--- config.mk ---
export PLATFORM = sky130hd
export DESIGN_NAME = sram_arbiter
export DESIGN_NICKNAME = d
export VERILOG_FILES = /design/src/rtl/sram_arbiter.sv
export SDC_FILE = /design/constraint.sdc
export NUM_CORES = 1
export LEC_CHECK = 0
export CAP_MARGIN = 5
export CELL_PAD_IN_SITES_DETAIL_PLACEMENT = 1
export CELL_PAD_IN_SITES_GLOBAL_PLACEMENT = 2
export CORE_MARGIN = 5
export CORE_UTILIZATION = 25
export DETAILED_ROUTE_END_ITERATION = 6
export PLACE_DENSITY_LB_ADDON = 0.1
export SLEW_MARGIN = 0
export SYNTH_ARGS = -nofsm -noshare
export SYNTH_HDL_FRONTEND = slang
export SYNTH_SLANG_ARGS = --single-unit
export TNS_END_PERCENT = 50
--- constraint.sdc ---
create_clock -name iClk -period 2.1 [get_ports iClk]
set_input_delay 0.42 -clock iClk [delete_from_list [all_inputs] [get_ports iClk]]
set_output_delay 0.42 -clock iClk [all_outputs]
set_load 0.02 [all_outputs]
--- src/rtl/sram_arbiter.sv ---
// Video/CPU arbiter and pin timing controller for the shared 8-bit async SRAM.
// Optional macro SRAM_ARB_FAIR_EN: alternate grants when both ports contend.
module sram_arbiter #(
  parameter int WAIT = 1
) (
  input  logic        iClk,
  input  logic        iRst,
  input  logic        iCpuReq,
  input  logic        iCpuWe,
  input  logic [19:0] iCpuAddr,
  input  logic [7:0]  iCpuDataW,
  output logic        oCpuAck,
  output logic [7:0]  oCpuDataR,
  input  logic        iVidReq,
  input  logic [19:0] iVidAddr,
  output logic        oVidAck,
  output logic [7:0]  oVidDataR,
  output logic [19:0] oSramAddr,
  output logic [7:0]  oSramDataW,
  output logic        oSramDataOe,
  output logic        oSramWe,
  input  logic [7:0]  iSramDataR
);

  if (WAIT < 0 || WAIT > 15) begin : g_wait_range
    $error("sram_arbiter: WAIT must be within 0..15");
  end

  localparam logic [3:0] WAIT_CNT = 4'(WAIT);

  typedef enum logic [1:0] {
    IDLE   = 2'd0,
    ACCESS = 2'd1,
    DONE   = 2'd2
  } state_t;

  state_t      state_r, state_s;
  logic [3:0]  cnt_r, cnt_s;
  logic        grant_vid_r, grant_vid_s;
  logic        write_r, write_s;
  logic [19:0] addr_r, addr_s;
  logic [7:0]  dataw_r, dataw_s;
  logic        oe_r, oe_s;
  logic        we_r, we_s;
  logic        cpu_ack_r, cpu_ack_s;
  logic        vid_ack_r, vid_ack_s;
  logic [7:0]  cpu_data_r, cpu_data_s;
  logic [7:0]  vid_data_r, vid_data_s;
  logic        pick_vid_s;

`ifdef SRAM_ARB_FAIR_EN
  logic last_vid_r, last_vid_s;

  // Video normally wins; after a video grant a waiting CPU gets the next slot
  always_comb begin
    pick_vid_s = iVidReq && !(iCpuReq && last_vid_r);
    if ((state_r == IDLE) && (iVidReq || iCpuReq)) begin
      last_vid_s = pick_vid_s;
    end else begin
      last_vid_s = last_vid_r;
    end
  end

  // Fairness history flag
  always_ff @(posedge iClk or posedge iRst) begin
    if (iRst) begin
      last_vid_r <= 1'b0;
    end else begin
      last_vid_r <= last_vid_s;
    end
  end
`else
  // Strict video priority
  always_comb begin
    pick_vid_s = iVidReq;
  end
`endif

  // Next-state and next-pin computation
  always_comb begin
    state_s     = state_r;
    cnt_s       = cnt_r;
    grant_vid_s = grant_vid_r;
    write_s     = write_r;
    addr_s      = addr_r;
    dataw_s     = dataw_r;
    oe_s        = oe_r;
    we_s        = we_r;
    cpu_ack_s   = 1'b0;
    vid_ack_s   = 1'b0;
    cpu_data_s  = cpu_data_r;
    vid_data_s  = vid_data_r;

    case (state_r)
      IDLE: begin
        if (iVidReq || iCpuReq) begin
          state_s     = ACCESS;
          cnt_s       = WAIT_CNT;
          grant_vid_s = pick_vid_s;
          if (pick_vid_s) begin
            addr_s  = iVidAddr;
            write_s = 1'b0;
            oe_s    = 1'b0;
            we_s    = 1'b0;
          end else begin
            addr_s  = iCpuAddr;
            dataw_s = iCpuDataW;
            write_s = iCpuWe;
            oe_s    = iCpuWe;
            we_s    = iCpuWe;
          end
        end else begin
          state_s = IDLE;
        end
      end

      ACCESS: begin
        if (cnt_r == 4'd0) begin
          state_s = DONE;
          // WE falls here while OE/address/data stay put for one hold cycle
          we_s    = 1'b0;
          if (grant_vid_r) begin
            vid_ack_s  = 1'b1;
            vid_data_s = iSramDataR;
          end else begin
            cpu_ack_s = 1'b1;
            if (!write_r) begin
              cpu_data_s = iSramDataR;
            end else begin
              cpu_data_s = cpu_data_r;
            end
          end
        end else begin
          cnt_s = cnt_r - 4'd1;
        end
      end

      DONE: begin
        state_s = IDLE;
        oe_s    = 1'b0;
        we_s    = 1'b0;
      end

      default: begin
        state_s = IDLE;
        oe_s    = 1'b0;
        we_s    = 1'b0;
      end
    endcase
  end

  // State, pin, ack and read-data registers
  always_ff @(posedge iClk or posedge iRst) begin
    if (iRst) begin
      state_r     <= IDLE;
      cnt_r       <= 4'd0;
      grant_vid_r <= 1'b0;
      write_r     <= 1'b0;
      addr_r      <= 20'd0;
      dataw_r     <= 8'd0;
      oe_r        <= 1'b0;
      we_r        <= 1'b0;
      cpu_ack_r   <= 1'b0;
      vid_ack_r   <= 1'b0;
      cpu_data_r  <= 8'd0;
      vid_data_r  <= 8'd0;
    end else begin
      state_r     <= state_s;
      cnt_r       <= cnt_s;
      grant_vid_r <= grant_vid_s;
      write_r     <= write_s;
      addr_r      <= addr_s;
      dataw_r     <= dataw_s;
      oe_r        <= oe_s;
      we_r        <= we_s;
      cpu_ack_r   <= cpu_ack_s;
      vid_ack_r   <= vid_ack_s;
      cpu_data_r  <= cpu_data_s;
      vid_data_r  <= vid_data_s;
    end
  end

  assign oSramAddr   = addr_r;
  assign oSramDataW  = dataw_r;
  assign oSramDataOe = oe_r;
  assign oSramWe     = we_r;
  assign oCpuAck     = cpu_ack_r;
  assign oVidAck     = vid_ack_r;
  assign oCpuDataR   = cpu_data_r;
  assign oVidDataR   = vid_data_r;

endmodule
Word-level counts from Yosys, hierarchy flattened

Index checks and enable logic that the tools add are counted.

Word-level logic and storage cells: 50
Bits in registers: 56

Multiplexer cells: 18
Reduce and logical (&&, ||, !) cells: 11
Equal/unequal tests: 4
Bitwise operators: 4
Add/subtract/negate cells: 1

Operator list:

| operator                                                               | count |
|---|---|
| 20-bit 2-to-1 mux                                                      | 1 |
| 1-bit 2-to-1 mux                                                       | 10 |
| 3-bit AND reduction                                                    | 3 |
| 4-bit 2-to-1 mux                                                       | 2 |
| 4-bit one-hot mux with 2 select lines                                  | 1 |
| 2-bit != test (second input constant)                                  | 3 |
| 2-bit AND reduction                                                    | 3 |
| 4-bit zero test                                                        | 1 |
| 1-bit inverter                                                         | 4 |
| 1-bit one-hot mux with 2 select lines                                  | 2 |
| 2-bit one-hot mux with 2 select lines                                  | 1 |
| 4-bit AND reduction                                                    | 1 |
| 4-bit by 1-bit subtractor with 4-bit output (second input constant)    | 1 |
| 2-bit by 1-bit equality test with 1-bit output (second input constant) | 1 |
| 2-bit zero test                                                        | 1 |
| 2-bit 2-to-1 mux                                                       | 1 |
| 2-bit nonzero test                                                     | 1 |
| 1-bit logical OR                                                       | 1 |

Logic depth before layout (Yosys ltp)

Depth in word-level cells: 3
Gate-level depth with buffers: 6
Depth with buffers taken out: 5

Worst setup path after synthesis

No wires, ideal clock.

Path type: reg2reg
Start point: register cnt_r[0]
End point: register vid_data_r[0], in the netlist oVidDataR[0]
Library setup time: 125 ps
Cell stages (with the launch flop): 7
Clock period less this slack: 1558 ps
Buffers on the path: 1
Arrival time: 1433 ps
Required time: 1975 ps
Setup slack: 542 ps
Cell sequence: dfrtp_1 > inv_1 > ha_1 > nor2b_1 > and3_1 > buf_4 > mux2_2

Cells in the longest elaborated chain, start to end: 2

Ends and longest elaborated chain:

| what                          | RTL line | text |
|---|---|---|
| start, declared               | 38       | `logic [3:0] cnt_r, cnt_s;` |
| start signal, assigned        | 169      | `cnt_r <= cnt_s;` |
| 4-bit zero test               | 118      | `if (cnt_r == 4'd0) begin` |
| 3-bit AND reduction (no line) | --       |  |
| end signal, assigned          | 179      | `vid_data_r <= vid_data_s;` |
| end, declared                 | 48       | `logic [7:0] vid_data_r, vid_data_s;` |

Every way passes these cells.
A chain may end at the register's enable or synchronous reset.

Worst setup path after layout

Start point: register cnt_r[0]
End point: register vid_data_r[6], in the netlist oVidDataR[6]

Same word-level chain as after synthesis.

==> results by group <==
Power
  – Internal power contribution: 3.238 mW
  – Net switching power: 2.039 mW
  – LEAKAGE: 1.598 nW
  – Overall Power: 5.277 mW
  – Areal power density over the cells: ~1400 nW/um^2
  – Clock share of power: 10.9%
  – Switching share of power: 38.64%
  – Combinational share of power: 53.5%
  – Register share of total power: between 30 and 40%
  – Max VDD drop: approximately 0.38 mV

Global route
  – Largest net degree at the start of global routing: 22
  – Total routing usage reported by global routing: 12.31%
  – Number of antenna violations at the first check in global routing: 0
  – Via count of the first global-routing pass: 2149
  – Overflow left after global routing: 0
  – Wire length of the first global-routing pass: between 10000 and 15000 um

Synthesis
  – Largest family of logic cells by synthesized area: multiplexers
  – Area fraction in and, or, nand and nor cells after synthesis: 6.715%
  – Register bit count reported by yosys: 56
  – Count of synthesis-stage warnings from yosys: 0
  – Summed instance area of the synthesized netlist: ~2400 um^2
  – Syn_area_per_cell: about 12 um^2
  – Proportion of synthesized area in mux cells: ~20%
  – Xor/xnor cell area share of the yosys netlist: 0%
  – Adder-cell share of the synthesized area: 0.5206%
  – Share of the yosys chip area belonging to registers: 58.30%
  – Instance count of the mapped netlist: 196
  – Synthesized-area fraction occupied by ao, oa, aoi and oai cells: approximately 11%
  – Post-Synthesis Net Count: between 200 and 300
  – Number of library cell types mapped by synthesis: 28

Floorplanning
  – Area of the die: 11670 um^2
  – Width of the die: 108.1 um
  – Top-level port count: 109
  – Site Rows: 35
  – Initial Util: 25.77%
  – Die height: between 100 and 150 um
  – Core Footprint: 9328 um^2

Timing
  – Slew margin rel.: slightly below 70%
  – Count of final setup violators: 0
  – Transition time at the pin with the least slew margin: 0.4564 ns
  – Final hold viol count: 0
  – Ratio of final minimum period to clock period: 87.38%
  – Minimum period implied by the final worst setup slack: 1.835 ns
  – Sum of negative setup slack: 0 ns
  – RSZ-0062 raised after global routing: false
  – Maximum clock frequency: 545.0 MHz
  – Tightest hold margin: 0.4449 ns
  – Clock skew: approximately 0.0035 ns
  – Final number of max-transition violations: 0

Critical path
  – Data required time at the worst endpoint: 2.29 ns
  – List of cells traversed by the critical path: inv_1, ha_1, nor2b_1, and3_1, mux2_2
  – Critical path type: flop to flop
  – WP data arrival: 2.03 ns
  – Top Family by Delay on Critical Path: simple AND/OR/NAND/NOR gates
  – Buffering stage count on the worst path with inverters included: 1
  – Maximum fanout along the worst path: 9
  – Critical path's slowest cell: sky130_fd_sc_hd__and3_1
  – Element type at the critical path start: flop
  – Capturing element type of the critical path: flop
  – Crit-path max cell delay: 0.46 ns

Layout
  – Most used cells in the layout excluding fill and tap cells: 108 x sky130_fd_sc_hd__clkdlybuf4s50_1, 56 x sky130_fd_sc_hd__dfrtp_1, 42 x sky130_fd_sc_hd__o21ai_0
  – Leading cell type in the layout, fill and taps excluded: sky130_fd_sc_hd__clkdlybuf4s50_1
  – Synth-to-Final Area Change: 57.89%
  – Final cell count without fillers: 445
  – Final core utilization: 40.68%
  – Antenna cells: 0
  – Share of layout cells above drive strength 1: 16.14%
  – Layout net count: 378

Clocking
  – CTS tree: built
  – Number of buffers created by CTS: 5
  – Buffers inserted during post-CTS setup optimization: 0
  – Worst skew pair latency: 0.30 ns
  – CTS Sinks: 56
  – Clk root buf: sky130_fd_sc_hd__clkbuf_8
  – Reg clk slew, reported paths: 0.10 ns
  – Number of hold buffers added after cts: 0
  – Number of H-tree branching levels: 2
  – Total of cells resized after clock tree synthesis: 0
  – Buffers from clock root to sink, at most: 2

Placement
  – Final Wtd Congestion: 0.7231
  – Post-detailed-placement half-perimeter wirelength: 5699 um
  – Port buffer count: 108
  – Placed insts: 438

Hold path
  – Worst min-delay path category: input pin to async pin

Run
  – Number of maximum-capacitance violations: 0

Detailed routing
  – Remaining antenna violation count after routing: 0
  – Iteration-0 DRC Markers: 49
  – 1st-pass router iterations: 4
  – Detailed-route DRC error count: 0
  – Detailed-route via count: 1976
  – Via count normalized by instance count: 4.440
  – Total Routed Length: 7178 um
  – Drt wl/cell: 16.13 um

Outcome
  – Outcome: complete, no violations
==> path summary, 6_finish.rpt <==
path | from | to | slack (ns) | cells past startpoint
worst max register to register | cnt_r[0] | oVidDataR[6] | 0.27 | 5
worst max-delay path | cnt_r[0] | oVidDataR[6] | 0.27 | 5
max in group asynchronous | iRst | oSramDataW[2] | 1.05 | 3
min in group iClk | oSramAddr[3] | oSramAddr[3] | 0.51 | 2
worst min register to register | oSramAddr[3] | oSramAddr[3] | 0.51 | 2
worst min-delay path | iRst | oSramAddr[16] | 0.44 | 2
==> layer usage <==
layer  track usage [%]  wire length, um
met1             15.38             3030
met2             21.27             3618
met3             3.701              492
met4             2.164               36
met5                 0                0
==> stage by stage <==
stage          setup slack (ns)  instance area, um^2
2_1_floorplan            0.3087                 2404
3_3_place_gp             0.1358                 3714
3_5_place_dp             0.1119                 3714
4_1_cts                  0.2441                 3795
5_1_grt                  0.1789                 3795
6_report                 0.2651                 3795
==> flip-flops by register name, indices dropped and copies added (netlist names) <==
signal	count
oCpuAck	1
state_r	2
oSramAddr	20
oSramDataW	8
oVidDataR	8
oCpuDataR	8
oSramWe	1
cnt_r	4
grant_vid_r	1
write_r	1
oSramDataOe	1
oVidAck	1
==> logic make-up after synthesis <==
kind of cell / Yosys count
DFF: 56
AOI/OAI and AO/OA: 51
muxes: 46
and+or+nand+nor: 27
buffers and inverters: 15
adders and majority gates: 1
==> power groups by stage <==
stage / Clock, mW / Combinational (mW) / Sequential (mW)
floorplan: 0 / 0.895 / 2.43
global placement: 0 / 2.84 / 1.90
detailed placement: 0 / 2.88 / 1.91
CTS: 0.612 / 2.89 / 1.89
global route: 0.653 / 3.05 / 1.96
finish: 0.577 / 2.82 / 1.88
==> synthesized netlist by cell type <==
cell type                  instances  area, um^2
sky130_fd_sc_hd__dfrtp_1          56        1401
sky130_fd_sc_hd__nor3b_1           2       15.01
sky130_fd_sc_hd__nand2_1           4       15.01
sky130_fd_sc_hd__nand3b_1          1       7.510
sky130_fd_sc_hd__buf_4             2       15.01
sky130_fd_sc_hd__clkbuf_1          6       22.52
sky130_fd_sc_hd__a22o_1            1       8.760
sky130_fd_sc_hd__inv_1             4       15.01
sky130_fd_sc_hd__nor4_1            1       6.260
sky130_fd_sc_hd__ha_1              1       12.51
sky130_fd_sc_hd__o21ai_1           4       20.02
sky130_fd_sc_hd__nand2b_1          2       12.51
sky130_fd_sc_hd__nor3_1            2       10.01
sky130_fd_sc_hd__mux2i_1          21       210.2
sky130_fd_sc_hd__o211ai_1          2       15.01
sky130_fd_sc_hd__mux2_2           25       281.5
sky130_fd_sc_hd__o21ai_0          42       210.2
sky130_fd_sc_hd__and3_1            2       12.51
sky130_fd_sc_hd__buf_2             3       15.01
sky130_fd_sc_hd__nor2_1            3       11.26
sky130_fd_sc_hd__or2_1             1       6.260
sky130_fd_sc_hd__a311o_1           1       10.01
sky130_fd_sc_hd__nor2b_1           3       18.77
sky130_fd_sc_hd__nand3_2           1       10.01
sky130_fd_sc_hd__nand4b_1          1       8.760
sky130_fd_sc_hd__a21oi_1           1       5.000
sky130_fd_sc_hd__nor3b_2           1       12.51
sky130_fd_sc_hd__nand3_1           3       15.01
==> area by class of cell <==
class,count,area [um^2]
fillers,1038,5533
flip-flops and latches,56,1401
repair buffers,124,1201
multi-input cells,125,934.6
well taps,129,161.4
clock buffers,5,68.82
inverters,4,15.01
clock inverters,2,12.51
Note: power is estimated with default switching activity, not from simulation.
